===== config.mk =====
export PLATFORM = sky130hd
export DESIGN_NAME = sr_cmd_gen
export DESIGN_NICKNAME = d
export VERILOG_FILES = /design/src/rtl/sr_pkg.sv /design/src/rtl/sr_debounce_chan.sv /design/src/rtl/sr_cmd_gen.sv
export SDC_FILE = /design/constraint.sdc
export NUM_CORES = 1
export LEC_CHECK = 0
export ABC_CLOCK_PERIOD_IN_PS = 1700
export CAP_MARGIN = 5
export CORE_MARGIN = 1
export CORE_UTILIZATION = 54
export DETAILED_ROUTE_END_ITERATION = 10
export DONT_BUFFER_PORTS = 1
export HOLD_SLACK_MARGIN = 0.08
export PLACE_DENSITY = 0.72
export SLEW_MARGIN = 20
export SYNTH_ARGS = -nofsm -noshare
export SYNTH_HDL_FRONTEND = slang
export SYNTH_HIERARCHICAL = 1
export SYNTH_SLANG_ARGS = --single-unit

===== constraint.sdc =====
create_clock -name clk -period 1.7 [get_ports clk]
set_input_delay 0.255 -clock clk [delete_from_list [all_inputs] [get_ports clk]]
set_output_delay 0.255 -clock clk [all_outputs]
set_load 0.1 [all_outputs]

===== src/rtl/sr_pkg.sv =====
// Shared types and default parameters for the SR flip-flop command stage.
// Purely declarative: no logic, no latency.
package sr_pkg;

  typedef enum logic [1:0] {IDLE, PULSE, GAP} sr_state_t;
  typedef enum logic [1:0] {CMD_NONE, CMD_SET, CMD_CLR} sr_cmd_t;

  localparam int DEBOUNCE_CYCLES_DEF = 4;
  localparam int PULSE_LEN_DEF       = 2;

endpackage


===== src/rtl/sr_debounce_chan.sv =====
// One request channel: 2-flop synchronizer, debounce counter, rising-edge event.
// stable follows a settled input DEBOUNCE_CYCLES+2 edges later; no backpressure.
module sr_debounce_chan #(
  parameter int DEBOUNCE_CYCLES = 4
) (
  input  logic clk,
  input  logic rst,
  input  logic in,
  output logic stable,
  output logic evt
);

  localparam int              CW      = $clog2(DEBOUNCE_CYCLES);
  localparam logic [CW-1:0]   CNT_MAX = CW'(DEBOUNCE_CYCLES - 1);

  logic          sync1;
  logic          sync2;
  logic          stable_d;
  logic [CW-1:0] cnt;

  always_ff @(posedge clk or posedge rst) begin
    if (rst) begin
      sync1    <= 1'b0;
      sync2    <= 1'b0;
      stable   <= 1'b0;
      stable_d <= 1'b0;
      cnt      <= '0;
    end else begin
      sync1    <= in;
      sync2    <= sync1;
      stable_d <= stable;
      // Any cycle agreeing with stable restarts the count, so short bounces never land.
      if (sync2 == stable) begin
        cnt <= '0;
      end else if (cnt == CNT_MAX) begin
        stable <= sync2;
        cnt    <= '0;
      end else begin
        cnt <= cnt + CW'(1);
      end
    end
  end

  assign evt = stable & ~stable_d;

endmodule


===== src/rtl/sr_cmd_gen.sv =====
// Debounced set/clear requests arbitrated into fixed-length, never-overlapping s/r pulses.
// s/r rise DEBOUNCE_CYCLES+3 edges after a clean press; opposite requests queue in a one-deep pending slot.
module sr_cmd_gen
  import sr_pkg::*;
#(
  parameter int DEBOUNCE_CYCLES = DEBOUNCE_CYCLES_DEF,
  parameter int PULSE_LEN       = PULSE_LEN_DEF
) (
  input  logic clk,
  input  logic rst,
  input  logic set_in,
  input  logic clr_in,
  output logic s,
  output logic r,
  output logic busy,
  output logic conflict
);

  localparam int            PW       = (PULSE_LEN > 1) ? $clog2(PULSE_LEN) : 1;
  localparam logic [PW-1:0] PCNT_MAX = PW'(PULSE_LEN - 1);

  logic set_stable, set_evt_raw, clr_stable, clr_evt_raw;
  logic set_evt, clr_evt;

  sr_debounce_chan #(.DEBOUNCE_CYCLES(DEBOUNCE_CYCLES)) u_set_chan (
    .clk(clk), .rst(rst), .in(set_in), .stable(set_stable), .evt(set_evt_raw)
  );

  sr_debounce_chan #(.DEBOUNCE_CYCLES(DEBOUNCE_CYCLES)) u_clr_chan (
    .clk(clk), .rst(rst), .in(clr_in), .stable(clr_stable), .evt(clr_evt_raw)
  );

  assign set_evt = set_evt_raw & set_stable;
  assign clr_evt = clr_evt_raw & clr_stable;

  sr_state_t     state, state_nxt;
  sr_cmd_t       kind, kind_nxt;
  sr_cmd_t       pending, pending_nxt, pend_upd;
  logic [PW-1:0] pcnt, pcnt_nxt;
  logic          conflict_nxt;

  always_comb begin
    state_nxt    = state;
    kind_nxt     = kind;
    pending_nxt  = pending;
    pend_upd     = pending;
    pcnt_nxt     = pcnt;
    conflict_nxt = set_evt & clr_evt;

    // While busy, only the opposite command is worth remembering.
    if (state != IDLE && !(set_evt && clr_evt)) begin
      if (set_evt && kind != CMD_SET) begin
        pend_upd = CMD_SET;
      end else if (clr_evt && kind != CMD_CLR) begin
        pend_upd = CMD_CLR;
      end
    end

    case (state)
      IDLE: begin
        if (set_evt && clr_evt) begin
          state_nxt = IDLE;
        end else if (set_evt || clr_evt) begin
          state_nxt = PULSE;
          kind_nxt  = set_evt ? CMD_SET : CMD_CLR;
          pcnt_nxt  = '0;
        end else if (pending != CMD_NONE) begin
          state_nxt   = PULSE;
          kind_nxt    = pending;
          pending_nxt = CMD_NONE;
          pcnt_nxt    = '0;
        end
      end
      PULSE: begin
        pending_nxt = pend_upd;
        if (pcnt == PCNT_MAX) begin
          state_nxt = GAP;
        end else begin
          pcnt_nxt = pcnt + PW'(1);
        end
      end
      GAP: begin
        // A queued command launches straight from GAP, giving the minimum one-cycle separation.
        if (pend_upd != CMD_NONE) begin
          state_nxt   = PULSE;
          kind_nxt    = pend_upd;
          pending_nxt = CMD_NONE;
          pcnt_nxt    = '0;
        end else begin
          state_nxt   = IDLE;
          pending_nxt = CMD_NONE;
        end
      end
      default: begin
        state_nxt = IDLE;
      end
    endcase
  end

  always_ff @(posedge clk or posedge rst) begin
    if (rst) begin
      state    <= IDLE;
      kind     <= CMD_NONE;
      pending  <= CMD_NONE;
      pcnt     <= '0;
      s        <= 1'b0;
      r        <= 1'b0;
      busy     <= 1'b0;
      conflict <= 1'b0;
    end else begin
      state    <= state_nxt;
      kind     <= kind_nxt;
      pending  <= pending_nxt;
      pcnt     <= pcnt_nxt;
      s        <= (state_nxt == PULSE) && (kind_nxt == CMD_SET);
      r        <= (state_nxt == PULSE) && (kind_nxt == CMD_CLR);
      busy     <= (state_nxt != IDLE);
      conflict <= conflict_nxt;
    end
  end

endmodule

-- After elaboration in Yosys (flattened, before gate mapping)
Cells that the tools add are included.
- output and inout port bits: 4
- bits of input ports: 4
- register bits: 23
- add/subtract/negate cells: 3
- mux-type cells: 29
- eq/ne operators: 16
- reductions and logical operators: 18
- bitwise gates (word level): 9
- operators by type and width (cell ; number):
    2-bit two-way mux ; 19
    2-bit case mux with 3 select lines ; 2
    2-bit != test (second input constant) ; 5
    2-bit == test (second input constant) ; 4
    4-bit AND reduction ; 2
    2-bit nonzero test ; 4
    2-bit by 1-bit == test with 1-bit output (second input constant) ; 3
    1-bit logical AND ; 6
    1-bit two-way mux ; 6
    1-bit AND ; 5
    2-bit by 1-bit adder with 2-bit output (second input constant) ; 2
    1-bit NOT ; 4
    2-bit case mux with 2 select lines ; 1
    2-bit AND reduction ; 2
    3-bit != test (second input constant) ; 1
    1-bit case mux with 3 select lines ; 1
    3-bit nonzero test ; 1
    1-bit == test ; 2
    2-bit zero test ; 1
    2-bit by 1-bit != test with 1-bit output (second input constant) ; 1
    1-bit adder (second input constant) ; 1
    1-bit zero test ; 1
    1-bit logical OR ; 1

-- Longest topological paths before layout
- word-level depth: 12
- mapped depth: 7
- mapped depth without buffers: 7

-- By module
The synthesis kept the hierarchy.
- by module, submodules not included (module ; cells each ; times used ; area an instance (um^2)):
    sr_cmd_gen ; 71 ; 1 ; 645.6
    sr_debounce_chan ; 13 ; 2 ; 209.0

-- Worst setup path after synthesis
Ideal clock, no wire load.
- path type: register to register
- start: register u_set_chan.stable
- end: register s
- cell stages (with the launch flop): 8
- slack: -0.144 ns
- arrival: 1.776 ns
- buffers on the path: 0
- setup time: 0.067 ns
- path through: dfrtp_1 -> nor2b_1 -> o211ai_2 -> o31ai_4 -> nand2_2 -> and3_4 -> a2111oi_2 -> and3_1
- word-level cells in the longest chain between the ends: 11
- elaborated cells between the ends (all ways): 22
- those cells by class: 2 x eq/ne; 11 x mux; 2 x bitwise; 7 x reduce/logical
- RTL lines (what ; line ; RTL):
    from (decl) ; sr_debounce_chan.sv:9 ; output logic stable,
    from (signal assigned) ; sr_debounce_chan.sv:36 ; stable <= sync2;
    1-bit AND * ; sr_debounce_chan.sv:44 ; assign evt = stable & ~stable_d;
    named net set_evt_raw ; sr_cmd_gen.sv:22 ; logic set_stable, set_evt_raw, clr_stable, clr_evt_raw;
    1-bit AND * ; sr_cmd_gen.sv:33 ; assign set_evt = set_evt_raw & set_stable;
    1-bit logical AND ; sr_cmd_gen.sv:51, sr_cmd_gen.sv:61 ;
    1-bit zero test ; sr_cmd_gen.sv:51 ; if (state != IDLE && !(set_evt && clr_evt)) begin
    1-bit logical AND ; sr_cmd_gen.sv:51 ;
    2-bit two-way mux ; sr_cmd_gen.sv:51 ;
    2-bit nonzero test ; sr_cmd_gen.sv:84 ; if (pend_upd != CMD_NONE) begin
    1-bit two-way mux / 2-bit two-way mux (equally long branches) ; sr_cmd_gen.sv:84 ;
    2-bit case mux with 3 select lines / 2-bit case mux with 2 select lines (equally long branches) ; sr_cmd_gen.sv:59 ; case (state)
    2-bit by 1-bit == test with 1-bit output ; sr_cmd_gen.sv:115 ; s <= (state_nxt == PULSE) && (kind_nxt == CMD_SET);
    1-bit logical AND * ; sr_cmd_gen.sv:115 ;
    to (signal assigned) ; sr_cmd_gen.sv:115 ;
    to (decl) ; sr_cmd_gen.sv:13 ; output logic s,
Mark *: on every way through the listed nets, which the timed path passes. The rest lies on a longest branch.
A chain may end at the register's enable or synchronous reset.

-- Worst setup path in the final report
- start: register u_clr_chan.stable
- end: register s
- word-level cells in the longest chain between the ends: 11
- elaborated cells between the ends (all ways): 22
- those cells by class: 2 x eq/ne; 11 x mux; 2 x bitwise; 7 x reduce/logical
- RTL lines (what ; line ; RTL):
    from (decl) ; sr_debounce_chan.sv:9 ;
    from (signal assigned) ; sr_debounce_chan.sv:36 ;
    1-bit AND * ; sr_debounce_chan.sv:44 ;
    named net clr_evt_raw ; sr_cmd_gen.sv:22 ;
    1-bit AND * ; sr_cmd_gen.sv:34 ; assign clr_evt = clr_evt_raw & clr_stable;
    1-bit logical AND, on equally long branches ; sr_cmd_gen.sv:54, sr_cmd_gen.sv:51, sr_cmd_gen.sv:61 ;
    2-bit two-way mux / 1-bit zero test (equally long branches) ; sr_cmd_gen.sv:54, sr_cmd_gen.sv:51 ;
    2-bit two-way mux / 1-bit logical AND (equally long branches) ; sr_cmd_gen.sv:52, sr_cmd_gen.sv:51 ;
    2-bit two-way mux ; sr_cmd_gen.sv:51 ;
    2-bit nonzero test ; sr_cmd_gen.sv:84 ;
    1-bit two-way mux / 2-bit two-way mux (equally long branches) ; sr_cmd_gen.sv:84 ;
    2-bit case mux with 3 select lines / 2-bit case mux with 2 select lines (equally long branches) ; sr_cmd_gen.sv:59 ;
    2-bit by 1-bit == test with 1-bit output ; sr_cmd_gen.sv:115 ;
    1-bit logical AND * ; sr_cmd_gen.sv:115 ;
Marked as above.

==> results.md <==
- Clock latency on the worst-skew pair: 300 ps
- Synthesized area: 1064 µm²
- Slew Limit Fails: 0
- Static leakage: 0.0006229 µW
- GRT Overall Usage: 0.2395
- Outcome: finished with violations
- Layout cells sized above 1: 0.3697
- Area growth syn-to-layout: 29.41%
- Worst vdd ir: 991.8 µV
- Period utilisation layout: 1.078
- Initial antenna violation count: 0
- Core area: 1783 µm²
- Synth Register Bits: 23
- HPWL after detailed placement: 1484 µm
- Power per Cell Area: 1969 nW/µm²
- Most frequent cells in the layout: dfrtp_1 (22), buf_4 (16), inv_1 (8)
- Final design utilization: 0.7719
- Die Area: roughly 2200 µm²
- Period minus WS final: 1832 ps
- Non-Filler Instances: 144
- Synth Flop Type: dfrtp_1
- RSZ-0062 raised after global routing: yes
- Total gr overflow: 0
- CP endpoint kind: register
- Vias/cell: about 5.6
- Placement Rows: 15
- CTS Buf Count: 3
- H-tree level count: 1
- Tightest Pin Transition: roughly 420 ps
- CTS clk-pin slew, worst paths: 120 ps
- # clock sinks: 23
- Initial drt markers: 12
- Routed Antenna Nets: 0
- Setup WS post-layout: -132.5 ps
- Asr flop ratio synth: 1.000
- F_max: 545.7 MHz
- Placer congestion estimate: 0.9297
- Post-Syn Instances: 97
- TNS Setup: -298.2 ps
- Largest net degree at the start of global routing: 13
- Final setup violation count: 4
- YS warnings: 6
- Initial Util: 0.5965
- # Max-Cap Violations: 0
- Critical path arrival: 2080 ps
- Hold Vio Cnt, Final: 0
- CP Launch Type: register
- Seq/Total Area, Yosys: 0.5412
- Synth unique cells: 33
- Fill cells: roughly 120
- Antenna cells: 0
- Relative max-transition margin: 0.7180
- Final clock skew: 1.178 ps
- Worst R2R Start: u_clr_chan/stable$_DFFE_PP0P_
- Most common cell after layout, fill and taps aside: dfrtp_1
- Port Buffer Count: 0
- WS Path Type: register to register
- Nets: about 130
- Post-Place Cells: around 140
- Post-Syn Area per Cell: 10.96 µm²
- IO Count: 8
- Worst Path Required: 1950 ps
- Worst setup path startpoint: u_clr_chan/stable$_DFFE_PP0P_
- Die Wd: 46.38 µm
- WL per Instance: 16.27 µm
- Vias in the first global route: 771
- Detailed Routing Iterations Pass 1: 4
- Vias: 803
- Die height: 46.38 µm
- Clk root buf: clkbuf_4
- Detailed Route WL: 2343 µm
- Max Buffers Root-to-Sink: 2
- Worst Path Max Fanout: 5
- First-pass GRT wire length: about 3500 µm
- Failing checks: setup timing
- Post-synth EDFFs: 0
- CTS tree: built
- Syn Nets: 103
- DRC Markers: 0
- Hold crit path type: primary input to asynchronous set/reset pin
[layout make-up]
class | count | area (µm²) | share of cell area
Clock buffer | 4 | 26.28 | 0.01909
Inverter | 8 | 30.03 | 0.02182
Multi-Input combinational cell | 64 | 550.5 | 0.4000
Sequential cell | 23 | 576.8 | 0.4191
Timing Repair Buffer | 20 | 161.4 | 0.1173
Tap cell | 25 | 31.28 | 0.02273
[logic make-up (layout without fill, tap and decap cells)]
group / after synthesis / after routing / synth area share
AND/OR/NAND/NOR: 32 / 32 / 0.1741
AO/OA/AOI/OAI: 25 / 25 / 0.1706
flip-flops: 23 / 23 / 0.5412
buffers and inverters: 10 / 32 / 0.04353
multiplexers: 3 / 3 / 0.03059
adder cells (fa/ha/maj): 2 / 2 / 0.02353
XOR/XNOR: 2 / 2 / 0.01647
[final timing paths]
kind | end | slack, ps | cells past startpoint
hold / removal | u_clr_chan/sync2$_DFF_PP0_ | 360 | 2
min in group clk | u_set_chan/sync2$_DFF_PP0_ | 360 | 0
hold reg to reg | u_set_chan/sync2$_DFF_PP0_ | 360 | 0
max in group asynchronous | kind[1]$_DFF_PP0_ | 940 | 2
setup / recovery | s$_DFF_PP0_ | -130 | 7
setup reg to reg | s$_DFF_PP0_ | -130 | 7
[cell usage after synthesis, drive strengths merged (2+ instances only)]
cell type,instances,share of area
a211o,2,0.016
a211oi,2,0.014
a21oi,6,0.028
and2,2,0.012
and3,3,0.022
buf,2,0.015
dfrtp,23,0.54
ha,2,0.024
inv,8,0.028
mux2,2,0.021
nand2,8,0.031
nor2,5,0.018
nor2b,5,0.029
nor3,4,0.028
o21ai,8,0.038
o31ai,3,0.034
xnor2,2,0.016
[worst max-delay path: stages (launching register included)]
cell	delay, ps
dfrtp_1	410
nor2b_4	130
and2_4	180
a211o_1	310
nand2_2	130
nor3_2	70
a2111oi_4	350
and3_1	210
[through the flow]
step                      hold slack (ps)  instance area (µm²)  total power, µW  setup slack [ps]
after floorplan                     45.96                 1104             1846            -48.22
after global placement              64.20                 1231             2188            -72.27
after detailed placement            62.99                 1231             2215            -111.9
after CTS                           340.7                 1321             2536            -37.55
after global routing                362.5                 1376             2882            -226.0
final                               355.3                 1376             2709            -132.5
[where the power goes]
part / switching [µW] / internal (µW)
Clock: 149 / 91.3
Combinational: 907 / 660
Sequential: 165 / 737
Total: 1220 / 1490
[routing by layer]
layer | share of wire | routed length, µm | vias up | GRT usage
met5 | 0 | 0 | - | 0
met2 | 0.51 | 1190 | 31 | 0.3778
met4 | 0.012 | 29 | 0 | 0.1059
li1 | - | - | 381 | -
met3 | 0.061 | 142 | 4 | 0.05882
met1 | 0.42 | 980 | 387 | 0.3083
[sequential cells by signal, indices dropped and copies added (netlist names), 2 cells and up]
| name | flops |
|---|---|
| u_clr_chan/cnt | 2 |
| kind | 2 |
| pending | 2 |
| state | 2 |
| u_set_chan/cnt | 2 |
[what timing repair did]
item / 4_1_cts / 5_1_grt
setup buffers: 2 / 1
hold buffers: 3 / 0
endpoints found under the hold margin: 25 / 0
pin swaps: 5 / 2
endpoints found under the setup margin: 5 / 8
resized for setup: 5 / 13
Note: power is estimated with default switching activity, not from simulation.
